File: src/rtl/chess_clock_ctrl_if.sv
// Handshake bundle between the chess clock game controller and its environment.
// master drives clicks/flags/new-game requests; slave is the controller.
interface chess_clock_ctrl_if;
  logic            i_new_game;
  logic [1:0][3:0] i_init;
  logic [1:0]      i_turn;
  logic [1:0]      i_zero;
  logic            o_restart;
  logic [1:0][3:0] o_init;
  logic [1:0]      o_stop;
  logic [1:0]      o_win;
  logic [1:0][3:0] o_moves;
  logic [1:0]      o_state;

  modport master (
    output i_new_game, i_init, i_turn, i_zero,
    input  o_restart, o_init, o_stop, o_win, o_moves, o_state
  );

  modport slave (
    input  i_new_game, i_init, i_turn, i_zero,
    output o_restart, o_init, o_stop, o_win, o_moves, o_state
  );
endinterface

File: src/rtl/chess_clock_ctrl.sv
// Two-player chess clock game FSM: selects the running clock, detects flag fall,
// declares the winner, drives restart/start time and keeps a BCD full-move count.
module chess_clock_ctrl #(
  parameter logic [3:0] p_init_hi = 4'd3,
  parameter logic [3:0] p_init_lo = 4'd0
) (
  input  logic               i_clk,
  input  logic               i_rst,
  chess_clock_ctrl_if.slave  bus
);

  typedef enum logic [1:0] {
    S_IDLE = 2'd0,
    S_RUN0 = 2'd1,
    S_RUN1 = 2'd2,
    S_OVER = 2'd3
  } state_t;

  state_t          state_q, state_d;
  logic [1:0][3:0] init_q, init_d;
  logic [1:0][3:0] moves_q, moves_d;
  logic [1:0]      win_q, win_d;
  logic [1:0]      stop_q, stop_d;
  logic            restart_q, restart_d;

  function automatic logic [3:0] clamp_bcd(input logic [3:0] d);
    return (d > 4'd9) ? 4'd9 : d;
  endfunction

  function automatic logic [1:0][3:0] bcd_inc_sat(input logic [1:0][3:0] m);
    logic [1:0][3:0] r;
    r = m;
    if (m[1] == 4'd9 && m[0] == 4'd9) begin
      r = m;
    end else if (m[0] == 4'd9) begin
      r[1] = m[1] + 4'd1;
      r[0] = 4'd0;
    end else begin
      r[0] = m[0] + 4'd1;
    end
    return r;
  endfunction

  always_comb begin
    state_d   = state_q;
    init_d    = init_q;
    moves_d   = moves_q;
    win_d     = win_q;
    restart_d = 1'b0;
    if (bus.i_new_game) begin
      state_d   = S_IDLE;
      init_d[1] = clamp_bcd(bus.i_init[1]);
      init_d[0] = clamp_bcd(bus.i_init[0]);
      moves_d   = '0;
      win_d     = 2'b00;
      restart_d = 1'b1;
    end else begin
      case (state_q)
        // The clicking player hands the clock to the opponent.
        S_IDLE: begin
          if (bus.i_turn == 2'b01)      state_d = S_RUN1;
          else if (bus.i_turn == 2'b10) state_d = S_RUN0;
        end
        S_RUN0: begin
          if (bus.i_zero[0]) begin
            state_d  = S_OVER;
            win_d[1] = 1'b1;
          end else if (bus.i_turn[0]) begin
            state_d = S_RUN1;
          end
        end
        S_RUN1: begin
          if (bus.i_zero[1]) begin
            state_d  = S_OVER;
            win_d[0] = 1'b1;
          end else if (bus.i_turn[1]) begin
            state_d = S_RUN0;
            moves_d = bcd_inc_sat(moves_q);
          end
        end
        default: ;
      endcase
    end
    stop_d = {state_d != S_RUN1, state_d != S_RUN0};
  end

  always_ff @(posedge i_clk) begin
    if (i_rst) begin
      state_q   <= S_IDLE;
      init_q    <= {p_init_hi, p_init_lo};
      moves_q   <= '0;
      win_q     <= 2'b00;
      stop_q    <= 2'b11;
      restart_q <= 1'b1;
    end else begin
      state_q   <= state_d;
      init_q    <= init_d;
      moves_q   <= moves_d;
      win_q     <= win_d;
      stop_q    <= stop_d;
      restart_q <= restart_d;
    end
  end

  assign bus.o_state   = state_q;
  assign bus.o_init    = init_q;
  assign bus.o_moves   = moves_q;
  assign bus.o_win     = win_q;
  assign bus.o_stop    = stop_q;
  assign bus.o_restart = restart_q;

endmodule

File: src/flat_wrapper.sv
// flat-port wrapper written by rule: the top's interface ports become plain ports
module chess_clock_ctrl_flat 
#(
  parameter logic [3:0] p_init_hi = 4'd3,
  parameter logic [3:0] p_init_lo = 4'd0
)
  (i_clk, i_rst, bus_i_new_game, bus_i_init, bus_i_turn, bus_i_zero, bus_o_restart, bus_o_init, bus_o_stop, bus_o_win, bus_o_moves, bus_o_state);
  chess_clock_ctrl_if bus_i ();
  input  logic i_clk;
  input  logic i_rst;
  input wire logic [$bits(bus_i.i_new_game)-1:0] bus_i_new_game;
  input wire logic [$bits(bus_i.i_init)-1:0] bus_i_init;
  input wire logic [$bits(bus_i.i_turn)-1:0] bus_i_turn;
  input wire logic [$bits(bus_i.i_zero)-1:0] bus_i_zero;
  output wire logic [$bits(bus_i.o_restart)-1:0] bus_o_restart;
  output wire logic [$bits(bus_i.o_init)-1:0] bus_o_init;
  output wire logic [$bits(bus_i.o_stop)-1:0] bus_o_stop;
  output wire logic [$bits(bus_i.o_win)-1:0] bus_o_win;
  output wire logic [$bits(bus_i.o_moves)-1:0] bus_o_moves;
  output wire logic [$bits(bus_i.o_state)-1:0] bus_o_state;
  assign bus_i.i_new_game = bus_i_new_game;
  assign bus_i.i_init = bus_i_init;
  assign bus_i.i_turn = bus_i_turn;
  assign bus_i.i_zero = bus_i_zero;
  assign bus_o_restart = bus_i.o_restart;
  assign bus_o_init = bus_i.o_init;
  assign bus_o_stop = bus_i.o_stop;
  assign bus_o_win = bus_i.o_win;
  assign bus_o_moves = bus_i.o_moves;
  assign bus_o_state = bus_i.o_state;
  chess_clock_ctrl #(.p_init_hi(p_init_hi), .p_init_lo(p_init_lo)) u_core (.i_clk(i_clk), .i_rst(i_rst), .bus(bus_i));
endmodule
File: config.mk
export PLATFORM = sky130hd
export DESIGN_NAME = chess_clock_ctrl_flat
export DESIGN_NICKNAME = d
export VERILOG_FILES = /design/src/rtl/chess_clock_ctrl_if.sv /design/src/rtl/chess_clock_ctrl.sv /design/src/flat_wrapper.sv
export SDC_FILE = /design/constraint.sdc
export NUM_CORES = 1
export LEC_CHECK = 0
export BUFFER_PORTS_ARGS = -buffer_cell sky130_fd_sc_hd__clkbuf_2
export CAP_MARGIN = 20
export CORE_ASPECT_RATIO = 0.7
export CORE_UTILIZATION = 51
export CTS_CLUSTER_SIZE = 10
export DETAILED_ROUTE_END_ITERATION = 10
export GPL_TIMING_DRIVEN = 0
export PLACE_DENSITY = 0.79
export SETUP_SLACK_MARGIN = 0.1
export SKIP_CTS_REPAIR_TIMING = 1
export SLEW_MARGIN = 15
export SYNTH_ARGS = -nofsm -noshare
export SYNTH_HDL_FRONTEND = slang
export SYNTH_SLANG_ARGS = --single-unit
File: constraint.sdc
create_clock -name i_clk -period 2.55 [get_ports i_clk]
set_input_delay 0.1275 -clock i_clk [delete_from_list [all_inputs] [get_ports i_clk]]
set_output_delay 0.1275 -clock i_clk [all_outputs]
set_load 0.01 [all_outputs]
==> results.yml <==
setup_path:
  end_kind: "flop"
  path_class: "reg -> reg"
  worstPathRequired_ns: 2.79
  worst_setup_path_start_kind: "flop"
  crit_fanout: 7
  worst_ep_arrival_time_ns: 1.92
drt:
  dr.first_iter.drc_count: 28
  routed_wl_um: 2173
  viasPerCell: 5.506
  post_drt_wl_per_cell_um: 12.49
  vias: 958
  drtPass1Iterations: 4
  ant_nets: 0
  drc: 0
global_route:
  grt_max_degree: 14
  use_met2_pct: 35.24
  use_met3_pct: 7.261
  antenna_found_initial: 0
  gr-total-overflow: 0
  grt_pass1_vias: 812
  use_met1_pct: 24.25
  track_usage_pct: 20.33
  grt-busiest-layer: "met2"
  grt_pass1_wl_um: 3387
pwr:
  p_leak_nw: 0.5162
  switchingPower_w: 0.0001532
  powerDensity_nw_per_um2: 484.0
  seqPwrFrac_pct: 61.5
  p_clk_share_pct: 27.7
  power_w: 0.0006104
  internal_power_w: 0.0004572
  pwr-share-comb_pct: 10.7
  ir_drop_mv: 0.3861
  switching_share_pct: 25.10
status:
  status: "finished, final reports clean"
clock_tree:
  clock_latency_ns: 0.32
  clkTransAtPathRegs_ns: 0.13
  cts_sinks: 23
  cts_root_buf: "clkbuf_4"
  cts_tree: "yes"
  cts.path.max_buffers: 2
  numCtsBuffers: 3
  h-tree-depth: 1
sta:
  max_freq_ghz: 0.5958
  period_needed_ns: 1.678
  relSlewSlack_pct: 70.75
  setup_violations: 0
  skew_ns: 0.006810
  rsz0062_at_grt: "false"
  fin_crit_sh_pct: 65.82
  tightest_slew_ns: 0.4328
  worst_slack_ns: 0.8716
  setup_tns_ns: 0
  drv_slew: 0
  hold_violations: 0
synth:
  syn_inst: 113
  syn_avg_cell_area_um2: 9.124
  yosysWarnings: 0
  yosys_register_bits: 23
  synth_cell_types: 37
  netlist_area_um2: 1031
  yosysSeqAreaShare_pct: 44.66
  synth_fp_nets: 130
floorplan:
  rows: 13
  dieHeight_um: 39.62
  fp.dieW_um: 55.74
  start_util_pct: 54.64
  num_io_pins: 38
  fp.dieArea_um2: 2208
  core_area_um2: 1887
placed_design:
  io_buffers: 35
  dp_hpwl_um: 1666
  place_ws_ns: 0.8950
  place.gp.congestion: 0.7709
hold_path:
  hold_class: "in -> reg"
finish:
  area_growth_pct: 22.33
  drive_gt1_share_pct: 30.26
  antenna_cells: 0
  nets: 170
run:
  maxCapViolCount: 0
-- placed cells by master, fill, tap and decap left out, types with 2 or more instances in the layout --
master	Yosys	routed
mux2i_1	3	3
o21ai_0	5	5
dfxtp_1	23	23
or4_1	2	2
nor3b_1	2	2
o31ai_1	3	3
nand2_1	5	5
a31oi_1	2	2
a211o_1	2	2
buf_2	3	3
nor3_1	2	2
or3_1	3	3
nor2_1	9	9
nor4bb_1	2	2
a22oi_1	2	2
nand3_1	3	3
inv_1	10	10
nand3b_1	2	2
ha_1	2	2
nand2b_1	2	2
clkbuf_2	1	36
a21oi_1	10	10
clkbuf_4	0	3
-- routing by layer --
metal  part of all wire (%)  wire length, um
met5                      0                0
met4                   0.46               10
met1                     48             1048
met2                     46              996
met3                    5.4              118
-- sequential cells by signal, summed over array words and instances, names as in the netlist --
| signal | cells |
|---|---|
| u_core.bus.o_stop | 2 |
| u_core.bus.o_win | 2 |
| u_core.bus.o_restart | 1 |
| u_core.bus.o_init | 8 |
| u_core.bus.o_state | 2 |
| u_core.bus.o_moves | 8 |
-- synth_stat cells (all sizes together) --
| master | instances | area, um2 |
|---|---|---|
| a31o | 1 | 8.760 |
| and2 | 1 | 6.260 |
| nand3b | 2 | 15.01 |
| or4 | 2 | 15.01 |
| nor2b | 1 | 6.260 |
| nor3b | 2 | 15.01 |
| mux2i | 3 | 30.03 |
| nor3 | 2 | 10.01 |
| o21ai | 5 | 25.02 |
| o311ai | 1 | 8.760 |
| buf | 3 | 15.01 |
| or3 | 3 | 18.77 |
| nand4bb | 2 | 38.79 |
| nor2 | 10 | 45.04 |
| clkinv | 1 | 3.750 |
| a22oi | 2 | 15.01 |
| a211o | 2 | 17.52 |
| a21oi | 10 | 50.05 |
| nand2b | 2 | 12.51 |
| dfxtp | 23 | 460.4 |
| clkbuf | 1 | 5.000 |
| inv | 10 | 37.54 |
| a2111o | 1 | 11.26 |
| nand4 | 1 | 6.260 |
| a31oi | 2 | 12.51 |
| nand2 | 5 | 18.77 |
| nor4bb | 2 | 20.02 |
| nor4 | 1 | 6.260 |
| and3b | 1 | 8.760 |
| a211oi | 1 | 7.510 |
| nand3 | 3 | 15.01 |
| o41ai | 1 | 8.760 |
| ha | 2 | 25.02 |
| o31ai | 3 | 22.52 |
| a311oi | 1 | 8.760 |
-- worst max-delay path: stages (launching register included) --
cell and delay (ns):
dfxtp_1 0.44, inv_1 0.07, ha_1 0.17, and3b_1 0.15, clkbuf_2 0.15, or4_1 0.47
a21oi_1 0.16
-- through the flow --
step	hold WS, ns	cell area (um2)	instances	util (%)
finish	0.02699	1261	174	66.84
global route	0.02694	1261	174	66.84
CTS	0.02135	1261	174	66.84
detailed placement	0.3746	1234	170	65.38
global placement	0.3656	1234	170	65.38
floorplan	0.2595	1031	113	-
-- power by group through the flow --
stage | clock network, W | registers [W] | logic, W
final | 0.000169 | 0.000376 | 0.0000655
after global routing | 0.000191 | 0.000377 | 0.0000724
after CTS | 0.000176 | 0.000376 | 0.0000658
after detailed placement | 0 | 0.000384 | 0.0000656
after global placement | 0 | 0.000383 | 0.0000633
after floorplan | 0 | 0.000388 | 0.0000314
-- kinds of logic (layout without fill, tap and decap cells) --
group                      count (synthesis)  count (layout)  synth area share [%]
buffers and inverters                     15              54                 5.946
AOI/OAI and AO/OA                         30              30                 19.05
adders and majority gates                  2               2                 2.427
and+or+nand+nor                           40              40                 25.00
muxes                                      3               3                 2.913
DFF                                       23              23                 44.66
-- path summary, 6_finish.rpt --
| check | from | end | slack, ns | cells past startpoint |
|---|---|---|---|---|
| max reg2reg | u_core.bus.o_moves[5]$_SDFFE_PP0P_ | u_core.bus.o_moves[4]$_SDFFE_PP0P_ | 0.87 | 6 |
| max | u_core.bus.o_moves[5]$_SDFFE_PP0P_ | u_core.bus.o_moves[4]$_SDFFE_PP0P_ | 0.87 | 6 |
| min reg2reg | u_core.bus.o_init[6]$_SDFFE_PP0P_ | u_core.bus.o_init[6]$_SDFFE_PP0P_ | 0.47 | 2 |
| min | bus_i_init[0] | u_core.bus.o_init[0]$_SDFFE_PP0P_ | 0.03 | 3 |
-- layout make-up --
| class | instances | area, um2 |
|---|---|---|
| Clock buffer | 3 | 22.52 |
| Timing Repair Buffer | 35 | 175.2 |
| Multi-Input combinational cell | 75 | 509.2 |
| Fill cell | 173 | 625.6 |
| Tap cell | 22 | 27.53 |
| Sequential cell | 23 | 460.4 |
| Clock inverter | 1 | 5.005 |
| Inverter | 11 | 41.29 |
| Buffer | 4 | 20.02 |
Power figures use the tool's default switching activity.
